File: src/rtl/mem_ctrl_pkg.sv
// Shared types for the multi-port memory controller: FSM states and arbitration modes.
package mem_ctrl_pkg;

    typedef enum logic {
        IDLE,
        ACCESS
    } mc_state_t;

    typedef enum logic {
        ARB_RR,
        ARB_FIXED
    } arb_mode_t;

endpackage

File: src/rtl/multi_port_mem_controller_if.sv
// Requester-side and downstream generic-bus signals of the multi-port memory controller.
interface multi_port_mem_controller_if #(
    parameter int NUM_PORTS = 2,
    parameter int ADDR_W    = 32,
    parameter int DATA_W    = 32
);
    localparam int ID_W = (NUM_PORTS > 1) ? $clog2(NUM_PORTS) : 1;
    localparam int BE_W = DATA_W / 8;

    logic [NUM_PORTS-1:0]        req_ren;
    logic [NUM_PORTS-1:0]        req_wen;
    logic [NUM_PORTS*ADDR_W-1:0] req_addr;
    logic [NUM_PORTS*DATA_W-1:0] req_wdata;
    logic [NUM_PORTS*BE_W-1:0]   req_byte_en;
    logic [DATA_W-1:0]           req_rdata;
    logic [NUM_PORTS-1:0]        req_busy;

    logic                        out_ren;
    logic                        out_wen;
    logic [ADDR_W-1:0]           out_addr;
    logic [DATA_W-1:0]           out_wdata;
    logic [BE_W-1:0]             out_byte_en;
    logic [DATA_W-1:0]           out_rdata;
    logic                        out_busy;

    logic [ID_W-1:0]             grant_id;

    // Controller side: consumes requests and downstream responses.
    modport slave (
        input  req_ren, req_wen, req_addr, req_wdata, req_byte_en, out_rdata, out_busy,
        output req_rdata, req_busy, out_ren, out_wen, out_addr, out_wdata, out_byte_en,
               grant_id
    );

    // Environment side: requesters plus the downstream bus.
    modport master (
        output req_ren, req_wen, req_addr, req_wdata, req_byte_en, out_rdata, out_busy,
        input  req_rdata, req_busy, out_ren, out_wen, out_addr, out_wdata, out_byte_en,
               grant_id
    );

endinterface

File: src/rtl/rr_arbiter.sv
// Combinational request picker: cyclic search from ptr (round-robin) or lowest index (fixed).
module rr_arbiter
    import mem_ctrl_pkg::*;
#(
    parameter int N = 2,
    localparam int ID_W = (N > 1) ? $clog2(N) : 1
) (
    input  logic [N-1:0]    req,
    input  logic [ID_W-1:0] ptr,
    input  arb_mode_t       mode,
    output logic [N-1:0]    grant,
    output logic [ID_W-1:0] grant_idx,
    output logic            any_req
);

    logic            found;
    logic [ID_W-1:0] idx;

    always_comb begin
        grant     = '0;
        grant_idx = '0;
        found     = 1'b0;
        idx       = '0;
        for (int k = 0; k < N; k++) begin
            if (mode == ARB_RR) idx = ID_W'((int'(ptr) + k) % N);
            else                idx = ID_W'(k);
            if (!found && req[idx]) begin
                found      = 1'b1;
                grant[idx] = 1'b1;
                grant_idx  = idx;
            end
        end
    end

    assign any_req = |req;

endmodule

File: src/rtl/multi_port_mem_controller.sv
// N-port arbiter latching one granted request at a time onto a single downstream generic bus.
//   state  | meaning
//   IDLE   | bus quiet, all ports busy; a winner is latched on the edge if anyone requests
//   ACCESS | latched transfer driven downstream; owner's busy follows out_busy
module multi_port_mem_controller
    import mem_ctrl_pkg::*;
#(
    parameter int NUM_PORTS = 2,
    parameter int ADDR_W    = 32,
    parameter int DATA_W    = 32,
    parameter int ARB_MODE  = 0
) (
    input  logic CLK,
    input  logic nRST,
    multi_port_mem_controller_if.slave bus
);

    localparam int        ID_W = (NUM_PORTS > 1) ? $clog2(NUM_PORTS) : 1;
    localparam int        BE_W = DATA_W / 8;
    localparam arb_mode_t MODE = (ARB_MODE == 1) ? ARB_FIXED : ARB_RR;

    mc_state_t         state, state_nxt;
    logic [ID_W-1:0]   rr_ptr, gid_q, arb_idx;
    logic [NUM_PORTS-1:0] arb_grant, busy_c;
    logic              any_req, load, done, ren_c, wen_c;
    logic [ADDR_W-1:0] addr_q;
    logic [DATA_W-1:0] wdata_q;
    logic [BE_W-1:0]   be_q;
    logic              wr_q, rd_q;

    rr_arbiter #(.N(NUM_PORTS)) u_arb (
        .req       (bus.req_ren | bus.req_wen),
        .ptr       (rr_ptr),
        .mode      (MODE),
        .grant     (arb_grant),
        .grant_idx (arb_idx),
        .any_req   (any_req)
    );

    always_ff @(posedge CLK or negedge nRST) begin
        if (!nRST) state <= IDLE;
        else       state <= state_nxt;
    end

    always_comb begin
        state_nxt = state;
        busy_c    = '1;
        ren_c     = 1'b0;
        wen_c     = 1'b0;
        load      = 1'b0;
        done      = 1'b0;
        case (state)
            IDLE: begin
                if (any_req) begin
                    load      = 1'b1;
                    state_nxt = ACCESS;
                end
            end
            ACCESS: begin
                ren_c         = rd_q;
                wen_c         = wr_q;
                busy_c[gid_q] = bus.out_busy;
                if (!bus.out_busy) begin
                    done      = 1'b1;
                    state_nxt = IDLE;
                end
            end
            default: state_nxt = IDLE;
        endcase
    end

    // A port raising both ren and wen is latched as a write only.
    always_ff @(posedge CLK or negedge nRST) begin
        if (!nRST) begin
            gid_q   <= '0;
            addr_q  <= '0;
            wdata_q <= '0;
            be_q    <= '0;
            wr_q    <= 1'b0;
            rd_q    <= 1'b0;
        end else if (load) begin
            gid_q   <= arb_idx;
            addr_q  <= bus.req_addr[int'(arb_idx)*ADDR_W +: ADDR_W];
            wdata_q <= bus.req_wdata[int'(arb_idx)*DATA_W +: DATA_W];
            be_q    <= bus.req_byte_en[int'(arb_idx)*BE_W +: BE_W];
            wr_q    <= |(arb_grant & bus.req_wen);
            rd_q    <= |(arb_grant & bus.req_ren & ~bus.req_wen);
        end
    end

    always_ff @(posedge CLK or negedge nRST) begin
        if (!nRST) begin
            rr_ptr <= '0;
        end else if (done && MODE == ARB_RR) begin
            rr_ptr <= (gid_q == ID_W'(NUM_PORTS - 1)) ? '0 : gid_q + 1'b1;
        end
    end

    assign bus.out_ren     = ren_c;
    assign bus.out_wen     = wen_c;
    assign bus.out_addr    = addr_q;
    assign bus.out_wdata   = wdata_q;
    assign bus.out_byte_en = be_q;
    assign bus.req_busy    = busy_c;
    assign bus.req_rdata   = bus.out_rdata;
    assign bus.grant_id    = gid_q;

endmodule
File: src/flat_wrapper.sv
// flat-port wrapper written by rule: the top's interface ports become plain ports
module multi_port_mem_controller_flat import mem_ctrl_pkg::*;
#(
    parameter int NUM_PORTS = 2,
    parameter int ADDR_W    = 32,
    parameter int DATA_W    = 32,
    parameter int ARB_MODE  = 0
)
  (CLK, nRST, bus_req_ren, bus_req_wen, bus_req_addr, bus_req_wdata, bus_req_byte_en, bus_out_rdata, bus_out_busy, bus_req_rdata, bus_req_busy, bus_out_ren, bus_out_wen, bus_out_addr, bus_out_wdata, bus_out_byte_en, bus_grant_id);
  multi_port_mem_controller_if #(.NUM_PORTS(NUM_PORTS), .ADDR_W(ADDR_W), .DATA_W(DATA_W)) bus_i ();
  input  logic CLK;
  input  logic nRST;
  input wire logic [$bits(bus_i.req_ren)-1:0] bus_req_ren;
  input wire logic [$bits(bus_i.req_wen)-1:0] bus_req_wen;
  input wire logic [$bits(bus_i.req_addr)-1:0] bus_req_addr;
  input wire logic [$bits(bus_i.req_wdata)-1:0] bus_req_wdata;
  input wire logic [$bits(bus_i.req_byte_en)-1:0] bus_req_byte_en;
  input wire logic [$bits(bus_i.out_rdata)-1:0] bus_out_rdata;
  input wire logic [$bits(bus_i.out_busy)-1:0] bus_out_busy;
  output wire logic [$bits(bus_i.req_rdata)-1:0] bus_req_rdata;
  output wire logic [$bits(bus_i.req_busy)-1:0] bus_req_busy;
  output wire logic [$bits(bus_i.out_ren)-1:0] bus_out_ren;
  output wire logic [$bits(bus_i.out_wen)-1:0] bus_out_wen;
  output wire logic [$bits(bus_i.out_addr)-1:0] bus_out_addr;
  output wire logic [$bits(bus_i.out_wdata)-1:0] bus_out_wdata;
  output wire logic [$bits(bus_i.out_byte_en)-1:0] bus_out_byte_en;
  output wire logic [$bits(bus_i.grant_id)-1:0] bus_grant_id;
  assign bus_i.req_ren = bus_req_ren;
  assign bus_i.req_wen = bus_req_wen;
  assign bus_i.req_addr = bus_req_addr;
  assign bus_i.req_wdata = bus_req_wdata;
  assign bus_i.req_byte_en = bus_req_byte_en;
  assign bus_i.out_rdata = bus_out_rdata;
  assign bus_i.out_busy = bus_out_busy;
  assign bus_req_rdata = bus_i.req_rdata;
  assign bus_req_busy = bus_i.req_busy;
  assign bus_out_ren = bus_i.out_ren;
  assign bus_out_wen = bus_i.out_wen;
  assign bus_out_addr = bus_i.out_addr;
  assign bus_out_wdata = bus_i.out_wdata;
  assign bus_out_byte_en = bus_i.out_byte_en;
  assign bus_grant_id = bus_i.grant_id;
  multi_port_mem_controller #(.NUM_PORTS(NUM_PORTS), .ADDR_W(ADDR_W), .DATA_W(DATA_W), .ARB_MODE(ARB_MODE)) u_core (.CLK(CLK), .nRST(nRST), .bus(bus_i));
endmodule
File: config.mk
export PLATFORM = sky130hd
export DESIGN_NAME = multi_port_mem_controller_flat
export DESIGN_NICKNAME = d
export VERILOG_FILES = /design/src/rtl/mem_ctrl_pkg.sv /design/src/rtl/multi_port_mem_controller_if.sv /design/src/rtl/rr_arbiter.sv /design/src/rtl/multi_port_mem_controller.sv /design/src/flat_wrapper.sv
export SDC_FILE = /design/constraint.sdc
export NUM_CORES = 1
export LEC_CHECK = 0
export CAP_MARGIN = 25
export CORE_MARGIN = 2
export CORE_UTILIZATION = 31
export DETAILED_ROUTE_END_ITERATION = 12
export PLACE_DENSITY = 0.83
export SYNTH_ARGS = -nofsm -noshare
export SYNTH_HDL_FRONTEND = slang
export SYNTH_HIERARCHICAL = 1
export SYNTH_SLANG_ARGS = --single-unit
File: constraint.sdc
create_clock -name CLK -period 1.55 [get_ports CLK]
set_clock_uncertainty 0.1 [all_clocks]
set_input_delay 0.31 -clock CLK [delete_from_list [all_inputs] [get_ports CLK]]
set_output_delay 0.31 -clock CLK [all_outputs]
set_load 0.05 [all_outputs]
==> results of run 1 <==
## metrics by stage
step	setup TNS, ns	worst slack [ns]
CTS	-0.175	-0.143
detailed placement	-37.23	-0.556
floorplan	-0.240	-0.0812
finish	-0.315	-0.154
global placement	-31.83	-0.466
global route	-1.70	-0.198
## where the power goes
group	switching (mW)	internal, mW	leakage, nW
sequential	1.02	2.85	0.894
clock	0.748	1.25	0.149
combinational	5.70	5.76	2.24
## sequential cells by signal (all words and copies together) (netlist names)
name and flops:
u_core/bus.grant_id 1, u_core/state 1, u_core/bus.out_addr 32, u_core/bus.out_byte_en 4, u_core/bus.out_wdata 32, u_core/wr_q 1, u_core/rd_q 1, u_core/rr_ptr 1
## worst min-delay path by stage
| stage | end | slack (ns) | cells past startpoint |
|---|---|---|---|
| floorplan | u_core/bus.grant_id$_DFFE_PN0P_ | -0.09 | 0 |
| global placement | u_core/bus.out_addr[3]$_DFFE_PN0P_ | 0.25 | 2 |
| detailed placement | u_core/bus.out_addr[3]$_DFFE_PN0P_ | 0.26 | 2 |
| global route | u_core/wr_q$_DFFE_PN0P_ | 0.33 | 3 |
| CTS | u_core/rr_ptr$_DFFE_PN0P_ | 0.33 | 3 |
| finish | u_core/wr_q$_DFFE_PN0P_ | 0.29 | 3 |
## routing by layer
metal | vias to the layer above | share of wire (%)
met2 | 160 | 54
met1 | 1666 | 36
li1 | 1626 | -
met4 | 0 | 2.6
met3 | 30 | 8.3
met5 | - | 0
## layout by cell type, fill, tap and decap left out, types with 2 or more instances in the layout
| cell | instances |
|---|---|
| mux2i_2 | 5 |
| buf_4 | 10 |
| dfrtp_1 | 73 |
| clkbuf_8 | 4 |
| clkdlybuf4s15_1 | 2 |
| clkbuf_16 | 15 |
| o21ai_1 | 45 |
| nand3b_1 | 2 |
| nand2_1 | 71 |
| o21ai_2 | 2 |
| buf_16 | 7 |
| buf_12 | 82 |
| o21ai_0 | 24 |
| buf_6 | 12 |
| clkinv_2 | 2 |
| nand2_2 | 2 |
| clkdlybuf4s50_1 | 136 |
| mux2i_1 | 57 |
| and2_4 | 2 |
| mux2i_4 | 6 |
| buf_8 | 2 |
| or2_4 | 3 |
| dlygate4sd2_1 | 2 |
## kinds of logic (layout without fill, tap and decap cells)
logic type	after synthesis	count (layout)	share of synthesized area [%]
buf+inv	57	279	10.7
other cells	1	2	0.102
compound gates	75	75	10.4
mux	70	70	19.3
flops	73	73	49.8
simple gates	83	83	9.65
## final cells by class
type | instances | area [um^2]
Fill cell | 816 | 3930
Sequential cell | 73 | 1830
Clock buffer | 14 | 284
Multi-Input combinational cell | 229 | 1580
Inverter | 2 | 10.0
Tap cell | 143 | 179
Antenna cell | 1 | 2.50
Clock inverter | 2 | 10.0
Timing Repair Buffer | 261 | 3640
## worst reg2reg max path, stage by stage, from the launching register on
cell and delay, ns:
dfrtp_1 0.38, nor2b_4 0.14, buf_4 0.13, buf_4 0.14, a21oi_1 0.31, nand3b_1 0.13
o21ai_0 0.08, mux2_2 0.17
## what timing repair did
item	4_1_cts	5_1_grt
pin swaps	8	12
hold buffers	1	0
buffers inserted	14	4
hold endpoints to repair	73	0
resized for setup	32	71
cloned	8	7
setup endpoints to repair	75	68
==> run summary, run 1 <==
P_leak - 3.28 nW
# nets final - 751
reg-to-reg setup timing slack - -0.07 ns
Final Cycle Share - 110%
RSZ-0062 raised after global routing - yes
clk_lat worst skew - 0.32 ns
CP startpoint - u_core/state$_DFF_PN0_
WHS - 0.287 ns
area leader, netlist - dfrtp_1
routability cong. - 0.717
area share of the largest cell type after synthesis - 49.8%
status - complete, but fails checks
H-Tree Depth - 3
largest net degree at the start of global routing - 74
Placed Area - 6560 um^2
CP delay by family, top - simple AND/OR/NAND/NOR gates
Pwr Total - 17.3 mW
startpoint types - flop
Max VDD drop - 1510 uV
Detailed Place HPWL - 8.90 mm
R2R depth - 7
Total Wirelength - 13.7 mm
Initial Utilization - 32.0%
drt pass-1 iters - 6
post-layout util - 65.7%
root buf cell - clkbuf_16
met3 Use GR - 6.43%
R2R Path Start - u_core/rr_ptr$_DFFE_PN0P_
Ys Warns - 6
post-synthesis sequential area ratio - 49.8%
WL/cell - 18.9 um
Levels on crit path - 3
Distinct cells, synth - 24
met1 usage in global routing - 21.0%
failing checks - setup timing
grt met2 use - 35.7%
Post-synth EDFFs - 0
Antenna Violating Nets Remaining - 0
HP Class - in -> reg
CTS clk-pin slew, worst paths - 0.06 ns
Gate Count Post-Synth - 359
Post-synth top flop - dfrtp_1
Final Critical Period - 1.70 ns
Overflow after GRT - 0
Setup CP Type - reg -> out
Arrival @ worst endpoint - 1.29 ns
Detailed Route Iter0 Violations - 202
layout cells sized above 1 - 28.2%
setup ws final - -0.154 ns
hold_sp - bus_req_wen[0]
CP max-delay cell - or3_4
f_max - 587 MHz
peak fanout along the critical path - 2
residual DRC count - 0
DP Cell Count - 678
Die X - 113 um
CTS tree - yes
total power per unit cell area - 2300 nW/um^2
Slew Limit Fails - 0
std cell rows - 39
DR vias - 3482
Non-Filler Instances - 725
area of the core - 11500 um^2
final hold violations - 0
Die Y - 113 um
area growth from synthesis to layout - 105%
vias in the first global route - 3742
Clock Tree Buf Depth - 2
Post-synth top cells - dfrtp_1 (73), nand2_1 (73), mux2i_1 (68)
CP endpoint - bus_req_busy[0]
Mapped Nets - 534
number of I/O pins - 280
Max Cap Viol - 0
CTS Sinks - 73
Worst Path Required - 1.14 ns
reg2reg end - u_core/rd_q$_DFFE_PN0P_
final setup violating endpoints - 9
initial antenna violation count - 2
vias per inst - 4.80
cells along the critical path - inv_2 -> or3_4 -> buf_8
Worst Path Buf+Inv - 2
Design Area, Final - 7530 um^2
top cells by area, synth - dfrtp_1 (50%), mux2i_1 (19%), o21ai_0 (8.5%), buf_4 (7.6%), nand2_1 (7.5%)
gr usage total - 19.8%
area of the mapped netlist - 3670 um^2
total die area - 12700 um^2
crit-path max cell delay - 0.41 ns
Avg Cell Area, Syn - 10.2 um^2
Post-synth ARST share - 100%
Crit. End Element - primary output
TritonCTS Buffers - 9
#FFs+latches synth - 73
I/O Buffers - 215
GR peak layer - met2
global-route wire length before repair - 19.6 mm
Power figures use the tool's default switching activity.
==> run 2: changes to the inputs <==
--- a/config.mk
+++ b/config.mk
@@ -5,8 +5,7 @@
 export SDC_FILE = /design/constraint.sdc
 export NUM_CORES = 1
 export LEC_CHECK = 0
-export CAP_MARGIN = 25
-export CORE_MARGIN = 2
+export CAP_MARGIN = 15
 export CORE_UTILIZATION = 31
 export DETAILED_ROUTE_END_ITERATION = 12
 export PLACE_DENSITY = 0.83
==> run 2 against run 1 <==
Maximum frequency increased by 2.1%. Sequential power about the same. Largest power group unchanged. Worst setup slack improved by 0.034 ns. Critical path type unchanged. The flow still finishes with violations (setup timing). Cell count decreased by 1.8%. Combinational power decreased by 4%. Total power decreased by 1.3%.
==> run summary, run 2 (same netlist as run 1, synthesis figures left out) <==
residual DRC count - 0
routed wl met3 - 781 um
WL met2 - 6.74 mm
Pwr Total - 17.1 mW
number of fill cells in the layout - 894
R2R Path Start - u_core/rr_ptr$_DFFE_PN0P_
status - complete, but fails checks
DP Cell Count - 676
DR vias - 3356
final hold violations - 0
H-Tree Depth - 3
post-layout util - 64.6%
Slew Limit Fails - 0
Crit. End Element - primary output
std cell rows - 39
largest net degree at the start of global routing - 74
f_max - 599 MHz
Worst Path Buf+Inv - 2
I/O Buffers - 215
root buf cell - clkbuf_16
met1 wire length - 4.48 mm
Initial Utilization - 32.0%
crit-path max cell delay - 0.37 ns
failing checks - setup timing
Total Wirelength - 12.3 mm
n_diodes - 0
number of I/O pins - 280
Worst Path Required - 1.14 ns
routability cong. - 0.733
WHS - 0.320 ns
Die X - 111 um
commonest non-fill, non-tap cell in the layout - clkdlybuf4s50_1
area of the core - 11500 um^2
CTS Sinks - 73
HP Class - in -> reg
peak fanout along the critical path - 2
Placed Area - 6520 um^2
Setup TNS Final - -0.696 ns
layout cells sized above 1 - 26.9%
Max VDD drop - 1370 uV
worst slack, placed - -0.538 ns
total power per unit cell area - 2310 nW/um^2
Antenna Violating Nets Remaining - 0
Final Critical Period - 1.67 ns
vias per inst - 4.71
Clock Tree Buf Depth - 2
hold_sp - bus_out_busy
most frequent cells in the layout - clkdlybuf4s50_1 (136), buf_12 (79), dfrtp_1 (73), nand2_1 (72), mux2i_1 (56)
Non-Filler Instances - 712
area growth from synthesis to layout - 102%
WL/cell - 17.3 um
gr usage total - 19.7%
Detailed Route Iter0 Violations - 118
setup ws final - -0.120 ns
footprint of the multi-input gates - 1580 um^2
Final Cycle Share - 108%
Arrival @ worst endpoint - 1.26 ns
CTS tree - yes
# nets final - 739
initial antenna violation count - 1
Setup CP Type - reg -> out
vias in the first global route - 3694
Die Y - 111 um
drt pass-1 iters - 4
CTS clk-pin slew, worst paths - 0.06 ns
CP max-delay cell - or3_4
cells along the critical path - inv_2 -> or3_4 -> buf_8
final setup violating endpoints - 19
RSZ-0062 raised after global routing - yes
clk_lat worst skew - 0.32 ns
Overflow after GRT - 0
Design Area, Final - 7410 um^2
total die area - 12300 um^2
Max Cap Viol - 0
Detailed Place HPWL - 8.28 mm
Top Metal Used - met5
register area - 1830 um^2
CP delay by family, top - simple AND/OR/NAND/NOR gates
global-route wire length before repair - 18.8 mm
P_leak - 3.22 nW
TritonCTS Buffers - 9
startpoint types - flop
CP startpoint - u_core/state$_DFF_PN0_
## run 2: timing repair
action                                 CTS  global route
gates resized for setup                 52            43
pin swaps                                7             5
hold buffers                             1             0
setup endpoints to repair               74            54
endpoints found under the hold margin   73             0
setup buffers                           11             0
gates cloned                             8             2
## run 2: cell type report
cell class | instances | share of cell area (%)
Clock buffer | 11 | 3.41
Clock inverter | 5 | 1.05
Inverter | 2 | 0.135
Multi-Input combinational cell | 229 | 21.4
Sequential cell | 73 | 24.6
Tap cell | 143 | 2.41
Timing Repair Buffer | 249 | 47.0
## run 2: power breakdown
part / switching (mW) / internal [mW] / total, mW
logic: 5.49 / 5.50 / 11.0
clock network: 0.780 / 1.49 / 2.27
registers: 1.00 / 2.85 / 3.85
## run 2: final timing paths
kind,end,cells past startpoint,slack [ns]
setup / recovery,bus_req_busy[0],3,-0.12
hold / removal,u_core/rr_ptr$_DFFE_PN0P_,3,0.32
setup reg to reg,u_core/bus.out_addr[24]$_DFFE_PN0P_,7,-0.07
hold reg to reg,u_core/wr_q$_DFFE_PN0P_,2,0.39
max in group asynchronous,u_core/bus.out_wdata[0]$_DFFE_PN0P_,3,0.55
min in group asynchronous,u_core/bus.out_addr[28]$_DFFE_PN0P_,3,0.44
## run 2: routing by layer
layer | GRT usage, % | up-vias
li1 | - | 1603
met1 | 20.0 | 1571
met2 | 37.5 | 145
met3 | 4.98 | 35
met4 | 9.07 | 2
met5 | 0 | -
## run 2: worst min-delay path, cell delays in order
cell	delay [ns]
dlygate4sd2_1	0.21
or3_4	0.13
nand2_1	0.05
